--- config.mk ---
export PLATFORM = sky130hd
export DESIGN_NAME = lut_config_loader_flat
export DESIGN_NICKNAME = d
export VERILOG_FILES = /design/src/rtl/lut_config_loader_pkg.sv /design/src/rtl/lut_config_loader_if.sv /design/src/rtl/lut_config_loader_shift_reg.sv /design/src/rtl/lut_config_loader.sv /design/src/flat_wrapper.sv
export SDC_FILE = /design/constraint.sdc
export NUM_CORES = 1
export LEC_CHECK = 0
export CAP_MARGIN = 5
export CORE_UTILIZATION = 42
export DETAILED_ROUTE_END_ITERATION = 8
export HOLD_SLACK_MARGIN = 0.15
export PLACE_DENSITY = 0.77
export SLEW_MARGIN = 0
export SYNTH_ARGS = -nofsm -noshare
export SYNTH_HDL_FRONTEND = slang
export SYNTH_SLANG_ARGS = --single-unit
--- constraint.sdc ---
create_clock -name config_clk -period 1.4 [get_ports config_clk]
set_clock_uncertainty 0.05 [all_clocks]
set_input_delay 0.28 -clock config_clk [delete_from_list [all_inputs] [get_ports config_clk]]
set_output_delay 0.28 -clock config_clk [all_outputs]
set_load 0.05 [all_outputs]
--- src/rtl/lut_config_loader_pkg.sv ---
// Shared definitions for the LUT configuration loader: FSM state encoding
// and the elaboration-time helpers that size the beat and LUT counters.
package lut_cfg_pkg;

  typedef enum logic [1:0] {
    IDLE  = 2'd0,
    SHIFT = 2'd1,
    WRITE = 2'd2,
    DONE  = 2'd3
  } lut_state_e;

  localparam logic [1:0] ST_IDLE  = IDLE;
  localparam logic [1:0] ST_SHIFT = SHIFT;
  localparam logic [1:0] ST_WRITE = WRITE;
  localparam logic [1:0] ST_DONE  = DONE;

  function automatic int calc_beats(input int mem_size, input int shift_width);
    return mem_size / shift_width;
  endfunction

  // A counter for n values never drops below one bit, even when n is 1.
  function automatic int cnt_width(input int n);
    return (n > 1) ? $clog2(n) : 1;
  endfunction

endpackage

--- src/rtl/lut_config_loader_if.sv ---
// Stream-in and LUT-configuration bus of the loader, bundled for port lists.
// A beat moves on a rising edge where bit_valid && bit_ready; bit_in must be
// held stable while bit_valid is high, and bit_ready never depends on bit_valid.
interface lut_config_loader_if #(
  parameter int MEM_SIZE    = 16,
  parameter int NUM_LUTS    = 4,
  parameter int SHIFT_WIDTH = 1
);
  logic [SHIFT_WIDTH-1:0] bit_in;
  logic                   bit_valid;
  logic                   bit_ready;
  logic [MEM_SIZE-1:0]    config_in;
  logic [NUM_LUTS-1:0]    config_en;

  modport master (
    output bit_in, bit_valid,
    input  bit_ready, config_in, config_en
  );

  modport slave (
    input  bit_in, bit_valid,
    output bit_ready, config_in, config_en
  );
endinterface

--- src/rtl/lut_config_loader_shift_reg.sv ---
// Word assembler: shifts beats in at the LSB end so the first beat of a word
// ends up in the MSBs; the register doubles as the shared config_in bus.
module cfg_shift_reg #(
  parameter int MEM_SIZE    = 16,
  parameter int SHIFT_WIDTH = 1
) (
  input  logic                   clk,
  input  logic                   rst_n,
  input  logic                   i_shift_en,
  input  logic [SHIFT_WIDTH-1:0] i_data,
  output logic [MEM_SIZE-1:0]    o_word
);
  logic [MEM_SIZE-1:0] r_sr;

  // Truncating the concatenation drops the oldest beat and also covers the
  // single-beat case where MEM_SIZE equals SHIFT_WIDTH.
  always_ff @(posedge clk or negedge rst_n) begin
    if (!rst_n) begin
      r_sr <= '0;
    end else if (i_shift_en) begin
      r_sr <= MEM_SIZE'({r_sr, i_data});
    end
  end

  assign o_word = r_sr;
endmodule

--- src/rtl/lut_config_loader.sv ---
// Serial LUT configuration loader: assembles MEM_SIZE-bit words from a beat
// stream and writes them to NUM_LUTS LUTs in turn with a one-hot strobe.
module lut_config_loader
  import lut_cfg_pkg::*;
#(
  parameter int INPUTS      = 4,
  parameter int MEM_SIZE    = 2 ** INPUTS,
  parameter int NUM_LUTS    = 4,
  parameter int SHIFT_WIDTH = 1
) (
  input  logic                config_clk,
  input  logic                config_rst_n,
  input  logic                start,
  input  logic                abort,
  output logic                busy,
  output logic                done,
  output logic [1:0]          o_dbg_state,
  lut_config_loader_if.slave  cfg_bus
);
  localparam int BEATS = calc_beats(MEM_SIZE, SHIFT_WIDTH);
  localparam int CNT_W = cnt_width(BEATS);
  localparam int IDX_W = cnt_width(NUM_LUTS);
  localparam logic [CNT_W-1:0] LAST_BEAT = CNT_W'(BEATS - 1);
  localparam logic [IDX_W-1:0] LAST_LUT  = IDX_W'(NUM_LUTS - 1);

  logic [1:0]          r_state;
  logic [1:0]          w_next_state;
  logic [CNT_W-1:0]    r_beat_cnt;
  logic [IDX_W-1:0]    r_lut_idx;
  logic                w_shift_en;
  logic                w_last_beat;
  logic [MEM_SIZE-1:0] w_word;

  // Abort wins over a beat presented in the same cycle.
  assign w_shift_en  = (r_state == ST_SHIFT) && cfg_bus.bit_valid && !abort;
  assign w_last_beat = w_shift_en && (r_beat_cnt == LAST_BEAT);

  always_comb begin
    w_next_state = r_state;
    case (r_state)
      ST_IDLE:  if (start) w_next_state = ST_SHIFT;
      ST_SHIFT: begin
        if (abort)            w_next_state = ST_IDLE;
        else if (w_last_beat) w_next_state = ST_WRITE;
      end
      ST_WRITE: begin
        if (abort)                      w_next_state = ST_IDLE;
        else if (r_lut_idx == LAST_LUT) w_next_state = ST_DONE;
        else                            w_next_state = ST_SHIFT;
      end
      ST_DONE:  w_next_state = ST_IDLE;
      default:  w_next_state = ST_IDLE;
    endcase
  end

  always_ff @(posedge config_clk or negedge config_rst_n) begin
    if (!config_rst_n) begin
      r_state <= ST_IDLE;
    end else begin
      r_state <= w_next_state;
    end
  end

  // Counters saturate at their last value and are cleared only on entry to a word.
  always_ff @(posedge config_clk or negedge config_rst_n) begin
    if (!config_rst_n) begin
      r_beat_cnt <= '0;
      r_lut_idx  <= '0;
    end else begin
      case (r_state)
        ST_IDLE: begin
          if (start) begin
            r_beat_cnt <= '0;
            r_lut_idx  <= '0;
          end
        end
        ST_SHIFT: begin
          if (w_shift_en && (r_beat_cnt != LAST_BEAT)) r_beat_cnt <= r_beat_cnt + 1'b1;
        end
        ST_WRITE: begin
          if (!abort && (r_lut_idx != LAST_LUT)) begin
            r_lut_idx  <= r_lut_idx + 1'b1;
            r_beat_cnt <= '0;
          end
        end
        default: ;
      endcase
    end
  end

  cfg_shift_reg #(
    .MEM_SIZE    (MEM_SIZE),
    .SHIFT_WIDTH (SHIFT_WIDTH)
  ) u_shift_reg (
    .clk        (config_clk),
    .rst_n      (config_rst_n),
    .i_shift_en (w_shift_en),
    .i_data     (cfg_bus.bit_in),
    .o_word     (w_word)
  );

  assign cfg_bus.config_in = w_word;
  assign cfg_bus.config_en = (r_state == ST_WRITE) ? (NUM_LUTS'(1) << r_lut_idx) : '0;
  assign cfg_bus.bit_ready = (r_state == ST_SHIFT);
  assign busy              = (r_state != ST_IDLE);
  assign done              = (r_state == ST_DONE);
  assign o_dbg_state       = r_state;
endmodule

--- src/flat_wrapper.sv ---
// flat-port wrapper written by rule: the top's interface ports become plain ports
module lut_config_loader_flat import lut_cfg_pkg::*;
#(
  parameter int INPUTS      = 4,
  parameter int MEM_SIZE    = 2 ** INPUTS,
  parameter int NUM_LUTS    = 4,
  parameter int SHIFT_WIDTH = 1
)
  (config_clk, config_rst_n, start, abort, busy, done, o_dbg_state, cfg_bus_bit_in, cfg_bus_bit_valid, cfg_bus_bit_ready, cfg_bus_config_in, cfg_bus_config_en);
  lut_config_loader_if #(.MEM_SIZE(MEM_SIZE), .NUM_LUTS(NUM_LUTS), .SHIFT_WIDTH(SHIFT_WIDTH)) cfg_bus_i ();
  input  logic config_clk;
  input  logic config_rst_n;
  input  logic start;
  input  logic abort;
  output logic busy;
  output logic done;
  output logic [1:0] o_dbg_state;
  input wire logic [$bits(cfg_bus_i.bit_in)-1:0] cfg_bus_bit_in;
  input wire logic [$bits(cfg_bus_i.bit_valid)-1:0] cfg_bus_bit_valid;
  output wire logic [$bits(cfg_bus_i.bit_ready)-1:0] cfg_bus_bit_ready;
  output wire logic [$bits(cfg_bus_i.config_in)-1:0] cfg_bus_config_in;
  output wire logic [$bits(cfg_bus_i.config_en)-1:0] cfg_bus_config_en;
  assign cfg_bus_i.bit_in = cfg_bus_bit_in;
  assign cfg_bus_i.bit_valid = cfg_bus_bit_valid;
  assign cfg_bus_bit_ready = cfg_bus_i.bit_ready;
  assign cfg_bus_config_in = cfg_bus_i.config_in;
  assign cfg_bus_config_en = cfg_bus_i.config_en;
  lut_config_loader #(.INPUTS(INPUTS), .MEM_SIZE(MEM_SIZE), .NUM_LUTS(NUM_LUTS), .SHIFT_WIDTH(SHIFT_WIDTH)) u_core (.config_clk(config_clk), .config_rst_n(config_rst_n), .start(start), .abort(abort), .busy(busy), .done(done), .o_dbg_state(o_dbg_state), .cfg_bus(cfg_bus_i));
endmodule
==> metrics.csv <==
stage,metric,value,unit
run_status,outcome,"finished, violations left",
run_status,violated checks,negative setup slack,
drt,DRT Wirelength,3528,µm
floorplan,top-level I/O count,31,
synth,register bit total from synthesis,24,
cts,clock sink count,24,
cts,CTS Hold Bufs,0,
critical_path,CP required,1070,ps
cells_and_area,n_diodes,0,
cts,H-tree depth,1,
cells_and_area,net total in the final layout,191,
pwr,maximum vdd drop,0.001281,V
timing,Final Max Tran Viols,0,
synth,top-area cell type share of the netlist area,0.5145,
floorplan,Die Area,2994,µm²
cts,clk_lat worst skew,330,ps
synth,cells after synthesis,126,
cells_and_area,P&R area growth vs syn,82.64,%
floorplan,Core ar.,2545,µm²
synth,"EDFF count, synth",0,
flow_run,max cap viols,0,
critical_path,"Largest delay share family, worst path",flip-flops,
drt,DRT iter0 DRCs,36,
placement,Detail Placement HPWL,2081,µm
timing,endpoints failing setup,12,
cts,clk buf depth,2,
synth,Netlist cell types,32,
pwr,Leakage,1.029,nW
pwr,total power,2.545,mW
synth,share of flip-flops with an asynchronous set or reset,1.000,
global_routing,vias in the first global route,1135,
global_routing,largest net degree at the start of global routing,25,
floorplan,row count,18,
global_routing,remaining global-route overflow,0,
cts,total CTS buffers,3,
cts,CTS root buffer,clkbuf_4,
cells_and_area,layout cells sized above 1,0.4860,
drt,wire per inst,16.88,µm
timing,Tightest Pin Transition,445.3,ps
drt,via/cell ratio,5.483,
drt,DR pass1 iterations,4,
global_routing,first-pass GRT wire length,5319,µm
critical_path,CP max stage delay,480,ps
timing,Max Freq,0.5835,GHz
cells_and_area,finished layout cell area,2132,µm²
timing,RSZ-0062 raised after global routing,true,
synth,Yosys Warn Count,0,
cts,clk slew on worst S/H paths,130,ps
placement,gpl congestion,0.7795,
synth,Syn Nets,137,
synth,"Avg Cell Area, Syn",9.265,µm²
cts,TritonCTS clock tree,yes,
synth,synth top area cells,"dfrtp_1, nand2_1, ha_1, and2_1, a22o_1",
timing,setup ws final,-313.8,ps
floorplan,Initial Utilization,0.4587,
critical_path,Crit Path Max Fanout,4,
synth,"count leader, synth",nand2_1,
timing,Tcrit/Tclk final,1.224,
critical_path,crit end category,primary output,
timing,Final Hold Vio Count,0,
placement,Placed Area,1843,µm²
synth,"area leader, netlist",dfrtp_1,
placement,port buffer count,30,
pwr,Power Density,1194,nW/µm²
critical_path,Crit Path Class,reg2out,
critical_path,Worst EP arrival,1380,ps
floorplan,die height,54.72,µm
drt,Residual DRC,0,
synth,Synth Flop Type,dfrtp_1,
drt,remaining antenna violation count,0,
synth,sequential share of the synthesized area,0.5145,
global_routing,All-Layer GR Usage,0.2653,
worst_hold_path,min-delay worst type,in2async,
cells_and_area,"Core Util, Final",0.8378,
synth,synth cell count leaders,"nand2_1, dfrtp_1, and2_1, ha_1, o21ai_1",
synth,netlist area before placement,1167,µm²
drt,via count,1146,
critical_path,Worst setup SP type,register,
critical_path,crit path cell chain,ha_4 -> buf_6 -> and2_4 -> buf_12,
timing,relative slew slack,0.7000,
floorplan,die width,54.72,µm
cells_and_area,filler cell count,140,
critical_path,"Slowest-stage cell, CP",dfrtp_2,
critical_path,CP Buf/Inv Count,2,
timing,Tmin final,1714,ps
global_routing,initial antenna violation count,0,
## state kept, by name, indices dropped and copies added, names as in the netlist
name,flops
u_core.o_dbg_state,2
u_core.r_beat_cnt,4
u_core.r_lut_idx,2
u_core.u_shift_reg.o_word,16
## metrics by stage
step	hold WS (ps)	instances	setup slack, ps	setup TNS (ps)
2_1_floorplan	-65.59	126	-49.74	-669.3
3_3_place_gp	461.6	194	-218.6	-4476
3_5_place_dp	472.4	194	-289.0	-5680
4_1_cts	241.9	207	-306.5	-1947
5_1_grt	280.9	209	-338.9	-2646
6_report	230.5	209	-313.8	-2155
## per-layer routing
metal  global-route usage  wire [µm]
met1               0.2837       1328
met2               0.4699       1908
met3              0.03889        140
met4               0.1880        150
met5                    0          0
## worst reg2reg max path: stages, from the launching register on
cell	delay (ps)
dfrtp_2	480
ha_4	180
buf_4	150
or4_4	500
o21ai_2	80
a22o_1	130
## cells in the final DEF, fill, tap and decap left out, drive strengths merged, types with 3 or more instances in the layout
cell / synthesis / routed
ha: 5 / 5
a22o: 3 / 3
o21ai: 6 / 6
inv: 5 / 5
dfrtp: 24 / 24
nor2: 3 / 3
nor3: 3 / 3
nand2: 49 / 49
clkbuf: 1 / 3
clkdlybuf4s50: 0 / 4
buf: 5 / 50
and2: 5 / 5
## final timing paths
| check | from | to | slack, ps | cells past startpoint |
|---|---|---|---|---|
| setup reg to reg | u_core.r_lut_idx[1]$_DFFE_PN0P_ | u_core.r_lut_idx[0]$_DFFE_PN0P_ | -220 | 5 |
| max in group asynchronous | config_rst_n | u_core.r_lut_idx[0]$_DFFE_PN0P_ | 820 | 2 |
| min in group config_clk | abort | u_core.o_dbg_state[1]$_DFFE_PN0P_ | 430 | 3 |
| hold / removal | config_rst_n | u_core.u_shift_reg.o_word[15]$_DFFE_PN0P_ | 230 | 2 |
| setup / recovery | u_core.r_lut_idx[1]$_DFFE_PN0P_ | cfg_bus_config_en[3] | -310 | 4 |
| hold reg to reg | u_core.r_beat_cnt[3]$_DFFE_PN0P_ | u_core.r_beat_cnt[3]$_DFFE_PN0P_ | 500 | 1 |
## logic make-up after synthesis
family / Yosys count / synth area share
adder cells (fa/ha/maj): 5 / 0.05359
buffers and inverters: 11 / 0.04822
AND/OR/NAND/NOR: 70 / 0.2755
flip-flops: 24 / 0.5145
AO/OA/AOI/OAI: 16 / 0.1083
## timing repair
action | in CTS | in global routing
gates resized for setup | 24 | 13
pin swaps | 5 | 9
buffers inserted | 9 | 4
endpoints found under the setup margin | 11 | 33
## report_power, final
part           internal (mW)  leakage (nW)  switching, mW
sequential             0.793         0.321          0.133
clock                  0.290        0.0279          0.222
combinational          0.525         0.681          0.582
total                   1.61          1.03          0.937
## final cells by class
| cell class | count | area [µm²] | share of cell area |
|---|---|---|---|
| Clock buffer | 3 | 22.52 | 0.01056 |
| Sequential cell | 24 | 605.6 | 0.2840 |
| Tap cell | 30 | 37.54 | 0.01761 |
| Timing Repair Buffer | 55 | 770.7 | 0.3615 |
| Clock inverter | 1 | 30.03 | 0.01408 |
| Inverter | 5 | 18.77 | 0.008803 |
| Multi-Input combinational cell | 91 | 646.9 | 0.3034 |
Power figures use the tool's default switching activity.
